**config.mk**
```make
export PLATFORM = sky130hd
export DESIGN_NAME = cfg_serial_sequencer
export DESIGN_NICKNAME = d
export VERILOG_FILES = /design/src/rtl/cfg_serial_sequencer.sv
export SDC_FILE = /design/constraint.sdc
export NUM_CORES = 1
export LEC_CHECK = 0
export BUFFER_PORTS_ARGS = -buffer_cell sky130_fd_sc_hd__buf_2
export CAP_MARGIN = 25
export CORE_MARGIN = 5
export CORE_UTILIZATION = 35
export CTS_CLUSTER_SIZE = 30
export DETAILED_ROUTE_END_ITERATION = 6
export GPL_ROUTABILITY_DRIVEN = 0
export GPL_TIMING_DRIVEN = 1
export PLACE_DENSITY = 0.61
export SLEW_MARGIN = 20
export SYNTH_ARGS = -nofsm -noshare
export SYNTH_HDL_FRONTEND = slang
export SYNTH_SLANG_ARGS = --single-unit
```
**constraint.sdc**
```tcl
create_clock -name clk -period 2.3 [get_ports clk]
set_clock_uncertainty 0.1 [all_clocks]
set_input_delay 0.23 -clock clk [delete_from_list [all_inputs] [get_ports clk]]
set_output_delay 0.23 -clock clk [all_outputs]
set_load 0.02 [all_outputs]
```
**src/rtl/cfg_serial_sequencer.sv**
```systemverilog
// Loads the VREF/DATA/CONVER/COMP serial configuration registers: one clear pulse,
// then each field streamed marker-first, LSB-first, on its own serial line.
module cfg_serial_sequencer #(
    parameter int W_VREF = 4,
    parameter int W_DATA = 8,
    parameter int W_CONV = 8,
    parameter int W_COMP = 6,
    parameter int GAP    = 2
) (
    input  logic              clk,
    input  logic              rst,
    input  logic              start,
    input  logic              abort,
    input  logic [W_VREF-1:0] vref_val,
    input  logic [W_DATA-1:0] data_val,
    input  logic [W_CONV-1:0] conv_val,
    input  logic [W_COMP-1:0] comp_val,
    output logic              sr_clr,
    output logic              s_vref,
    output logic              s_data,
    output logic              s_conv,
    output logic              s_comp,
    output logic [1:0]        field,
    output logic              busy,
    output logic              done
);

    localparam int MAXW_A = (W_VREF > W_DATA) ? W_VREF : W_DATA;
    localparam int MAXW_B = (W_CONV > W_COMP) ? W_CONV : W_COMP;
    localparam int MAXW   = (MAXW_A > MAXW_B) ? MAXW_A : MAXW_B;
    localparam int BW     = $clog2(MAXW + 1);
    localparam int GW     = (GAP > 0) ? $clog2(GAP + 1) : 1;

    typedef enum logic [2:0] {
        S_IDLE  = 3'd0,
        S_CLEAR = 3'd1,
        S_SHIFT = 3'd2,
        S_GAP   = 3'd3,
        S_DONE  = 3'd4
    } state_t;

    state_t           state_r;
    logic [BW-1:0]    bit_cnt_r;
    logic [GW-1:0]    gap_cnt_r;
    logic [MAXW-1:0]  vref_r;
    logic [MAXW-1:0]  data_r;
    logic [MAXW-1:0]  conv_r;
    logic [MAXW-1:0]  comp_r;

    function automatic logic [BW-1:0] field_width(input logic [1:0] f);
        case (f)
            2'd0:    field_width = BW'(W_VREF);
            2'd1:    field_width = BW'(W_DATA);
            2'd2:    field_width = BW'(W_CONV);
            default: field_width = BW'(W_COMP);
        endcase
    endfunction

    // One-hot lane pattern {comp, conv, data, vref} for bit index k of field f;
    // k = 0 is the marker, k >= 1 carries word bit k-1.
    function automatic logic [3:0] lane_bits(input logic [1:0] f, input logic [BW-1:0] k);
        logic [MAXW-1:0] word;
        logic [MAXW-1:0] sh;
        logic            b;
        case (f)
            2'd0:    word = vref_r;
            2'd1:    word = data_r;
            2'd2:    word = conv_r;
            default: word = comp_r;
        endcase
        sh = word >> (k - BW'(1));
        if (k == '0) begin
            b = 1'b1;
        end else begin
            b = sh[0];
        end
        lane_bits = {3'b000, b} << f;
    endfunction

    // Sequencer state, counters, holding words and all registered outputs.
    always_ff @(posedge clk) begin
        if (rst) begin
            state_r   <= S_IDLE;
            bit_cnt_r <= '0;
            gap_cnt_r <= '0;
            vref_r    <= '0;
            data_r    <= '0;
            conv_r    <= '0;
            comp_r    <= '0;
            sr_clr    <= 1'b0;
            {s_comp, s_conv, s_data, s_vref} <= 4'b0000;
            field     <= 2'd0;
            busy      <= 1'b0;
            done      <= 1'b0;
        end else if (abort && (state_r != S_IDLE)) begin
            // Holding words are kept; the next load starts with a clear anyway.
            state_r   <= S_IDLE;
            bit_cnt_r <= '0;
            gap_cnt_r <= '0;
            sr_clr    <= 1'b0;
            {s_comp, s_conv, s_data, s_vref} <= 4'b0000;
            field     <= 2'd0;
            busy      <= 1'b0;
            done      <= 1'b0;
        end else begin
            case (state_r)
                S_IDLE: begin
                    done <= 1'b0;
                    {s_comp, s_conv, s_data, s_vref} <= 4'b0000;
                    if (start && !abort) begin
                        vref_r  <= MAXW'(vref_val);
                        data_r  <= MAXW'(data_val);
                        conv_r  <= MAXW'(conv_val);
                        comp_r  <= MAXW'(comp_val);
                        state_r <= S_CLEAR;
                        sr_clr  <= 1'b1;
                        busy    <= 1'b1;
                    end else begin
                        state_r <= S_IDLE;
                        sr_clr  <= 1'b0;
                        busy    <= 1'b0;
                    end
                end
                S_CLEAR: begin
                    state_r   <= S_SHIFT;
                    sr_clr    <= 1'b0;
                    field     <= 2'd0;
                    bit_cnt_r <= '0;
                    {s_comp, s_conv, s_data, s_vref} <= lane_bits(2'd0, '0);
                end
                S_SHIFT: begin
                    if (bit_cnt_r != field_width(field)) begin
                        bit_cnt_r <= bit_cnt_r + BW'(1);
                        {s_comp, s_conv, s_data, s_vref} <= lane_bits(field, bit_cnt_r + BW'(1));
                    end else if (field == 2'd3) begin
                        state_r   <= S_DONE;
                        bit_cnt_r <= '0;
                        done      <= 1'b1;
                        {s_comp, s_conv, s_data, s_vref} <= 4'b0000;
                    end else if (GAP > 0) begin
                        state_r   <= S_GAP;
                        bit_cnt_r <= '0;
                        gap_cnt_r <= GW'(1);
                        {s_comp, s_conv, s_data, s_vref} <= 4'b0000;
                    end else begin
                        field     <= field + 2'd1;
                        bit_cnt_r <= '0;
                        {s_comp, s_conv, s_data, s_vref} <= lane_bits(field + 2'd1, '0);
                    end
                end
                S_GAP: begin
                    if (gap_cnt_r == GW'(GAP)) begin
                        state_r   <= S_SHIFT;
                        gap_cnt_r <= '0;
                        field     <= field + 2'd1;
                        {s_comp, s_conv, s_data, s_vref} <= lane_bits(field + 2'd1, '0);
                    end else begin
                        gap_cnt_r <= gap_cnt_r + GW'(1);
                        {s_comp, s_conv, s_data, s_vref} <= 4'b0000;
                    end
                end
                S_DONE: begin
                    state_r <= S_IDLE;
                    done    <= 1'b0;
                    busy    <= 1'b0;
                    field   <= 2'd0;
                    {s_comp, s_conv, s_data, s_vref} <= 4'b0000;
                end
                default: begin
                    state_r   <= S_IDLE;
                    bit_cnt_r <= '0;
                    gap_cnt_r <= '0;
                    sr_clr    <= 1'b0;
                    {s_comp, s_conv, s_data, s_vref} <= 4'b0000;
                    field     <= 2'd0;
                    busy      <= 1'b0;
                    done      <= 1'b0;
                end
            endcase
        end
    end

endmodule

```
==> out/qor.csv <==
metric,value,unit
grt_pass1_vias,1998,
clock_power_share,0.303,
viasPerCell,5.20,
critPathKind,flop to flop,
drive_gt1_frac,0.248,
leakagePower,1.05,nW
finalCriticalPeriod,2.25,ns
port-buffer-count,38,
antenna_left,0,
clockBufferDepth,2,
dpl_cell_area,0.00263,mm2
final_cell_mix,"69 x nand2_1, 42 x dfxtp_1, 38 x buf_2",
p_int,1.10,mW
arrival,2.33,ns
grt_overflow,0,
drc,0,
timing.fmax,445,MHz
drt-wirelength-per-cell,13.5,um
slew_headroom,0.629,
setup-violations-final,0,
rows,29,
cp-end-kind,flop,
power_density,554,mW/mm2
cp_num_buf_inv,1,
fin_cells,412,
power.switching,423,uW
avgSynthCellArea,7.78,um2
root_buffer,clkbuf_8,
crit_path_start_kind,flop,
cts_buffers,5,
combPwrFrac,0.162,
syn-num-nets,330,
yosysSeqAreaShare,0.389,
finalHoldViolCount,0,
drv_cap,0,
cts_tree,built,
status,"complete, no violations",
cp_max_fo,4,
fp.dieH,90.4,um
dr.pass1.iters,4,
place_ws,0.0154,ns
grt_max_degree,29,
syn_to_final_growth,21.6,%
fin_area,0.00275,mm2
grt_antenna_before_repair,0,
clock_latency,0.29,ns
cts_num_sinks,44,
max_stage_delay,0.39,ns
crit_family,compound AO/OA/AOI/OAI gates,
critPathRequiredTime,2.38,ns
yosysUniqueCellTypes,47,
slowest_stage,or3b_4,
synth_enable_flop_cells,0,
n_antenna_cell,0,
synth_cells,291,
die_width,90.4,um
final_common_cell,nand2_1,
path_clk_slew,0.08,ns
die_area,0.00817,mm2
drt_iter0_drc,101,
postSynth.asyncResetShare,0,
yosysWarnings,0,
io_pins,39,
fp.coreArea,0.00631,mm2
cts_setup_buffers,0,
fin_nets,374,
crit_chain,inv_2 > ha_4 > or3b_4 > a211o_1 > o311ai_2 > nor3_2 > and4_1 > o31a_1,
vdd.ir_drop.worst,0.000308,V
finalWorstSetupSlack,0.0512,ns
synth_seq_cells,44,
sequentialPowerShare,0.534,
grt_pass1_wl,9.19,mm
initial_core_util,0.359,
hp-class,input pin to flop,
drv_slew,0,
routed_wl,5.54,mm
dp_hpwl,4.14,mm
cts-htree-levels,2,
num_vias,2144,
cts_hold_buf,0,
placed_cells,405,
syn_area,0.00226,mm2
finalCritPeriodShare,0.978,
grtUsageTotal,0.133,
synthFlopType,dfxtp_1,
swShare,0.277,
tightest_slew,0.556,ns
## cell families after synthesis
logic type | share of synthesized area
xor gates and xnor gates | 0.0116
AOI/OAI and AO/OA | 0.244
DFF | 0.389
muxes | 0.00442
and+or+nand+nor | 0.240
adders and majority gates | 0.0498
buffers and inverters | 0.0614
## registers in the layout, summed over array words and instances (netlist names)
| signal | flops |
|---|---|
| bit_cnt_r | 4 |
| busy | 1 |
| comp_r | 6 |
| conv_r | 8 |
| data_r | 8 |
| done | 1 |
| field | 2 |
| gap_cnt_r | 2 |
| s_comp | 1 |
| s_conv | 1 |
| s_data | 1 |
| s_vref | 1 |
| sr_clr | 1 |
| state_r | 3 |
| vref_r | 4 |
## stage by stage
step,util,TNS [ns],power (mW),hold WS [ns]
after global placement,0.417,0,1.07,0.334
after detailed placement,0.417,0,1.07,0.343
after CTS,0.430,0,1.53,0.0598
final,0.436,0,1.52,0.0657
after floorplan,-,0,0.990,0.266
after global routing,0.436,-0.00428,1.60,0.0650
## routing by layer
layer	global-route usage	routed length, um	share of wire
met1	0.169	2560	0.46
met2	0.221	2650	0.48
met3	0.0333	247	0.045
met4	0.0372	80	0.014
met5	0	0	0
## cells in the mapped netlist (all sizes together), types with 3 or more instances
library cell / count / area (um2)
a211oi: 4 / 30.0
a21oi: 36 / 180
a221oi: 3 / 26.3
a22oi: 9 / 67.6
buf: 7 / 41.3
clkbuf: 15 / 56.3
dfxtp: 44 / 881
ha: 9 / 113
inv: 11 / 41.3
nand2: 69 / 259
nand2b: 6 / 37.5
nand3: 3 / 15.0
nor2: 10 / 37.5
nor2b: 4 / 25.0
nor3: 11 / 60.1
o2111ai: 3 / 26.3
o21ai: 7 / 35.0
o31ai: 5 / 37.5
## final timing paths
kind                    start         to  slack, ns  cells past startpoint
setup reg to reg     field[0]     s_vref       0.05                      8
hold reg to reg     vref_r[3]  vref_r[3]       0.36                      2
setup / recovery     field[0]     s_vref       0.05                      8
hold / removal    comp_val[0]  comp_r[0]       0.07                      3
## power groups by stage
stage / Combinational, mW / Sequential, mW / Clock [mW]
final: 0.247 / 0.814 / 0.463
after global routing: 0.277 / 0.820 / 0.504
after CTS: 0.243 / 0.814 / 0.477
after detailed placement: 0.241 / 0.832 / 0
after global placement: 0.238 / 0.831 / 0
after floorplan: 0.158 / 0.832 / 0
## tightest hold or removal path: stages
cell and delay, ns:
buf_2 0.09, nand2_1 0.04, a21oi_1 0.05
## area by class of cell
cell class	instances	area, um2
repair buffers	59	348
flip-flops and latches	44	888
multi-input cells	214	1300
clock buffers	5	68.8
fillers	677	3560
clock inverters	2	12.5
well taps	77	96.3
inverters	11	41.3
## repair_timing
| action | in CTS | in global routing |
|---|---|---|
| pin swaps | 0 | 2 |
| endpoints found under the setup margin | 2 | 6 |
| endpoints found under the hold margin | 0 | 0 |
| resized for setup | 2 | 7 |
(Power assumes the default switching activity.)
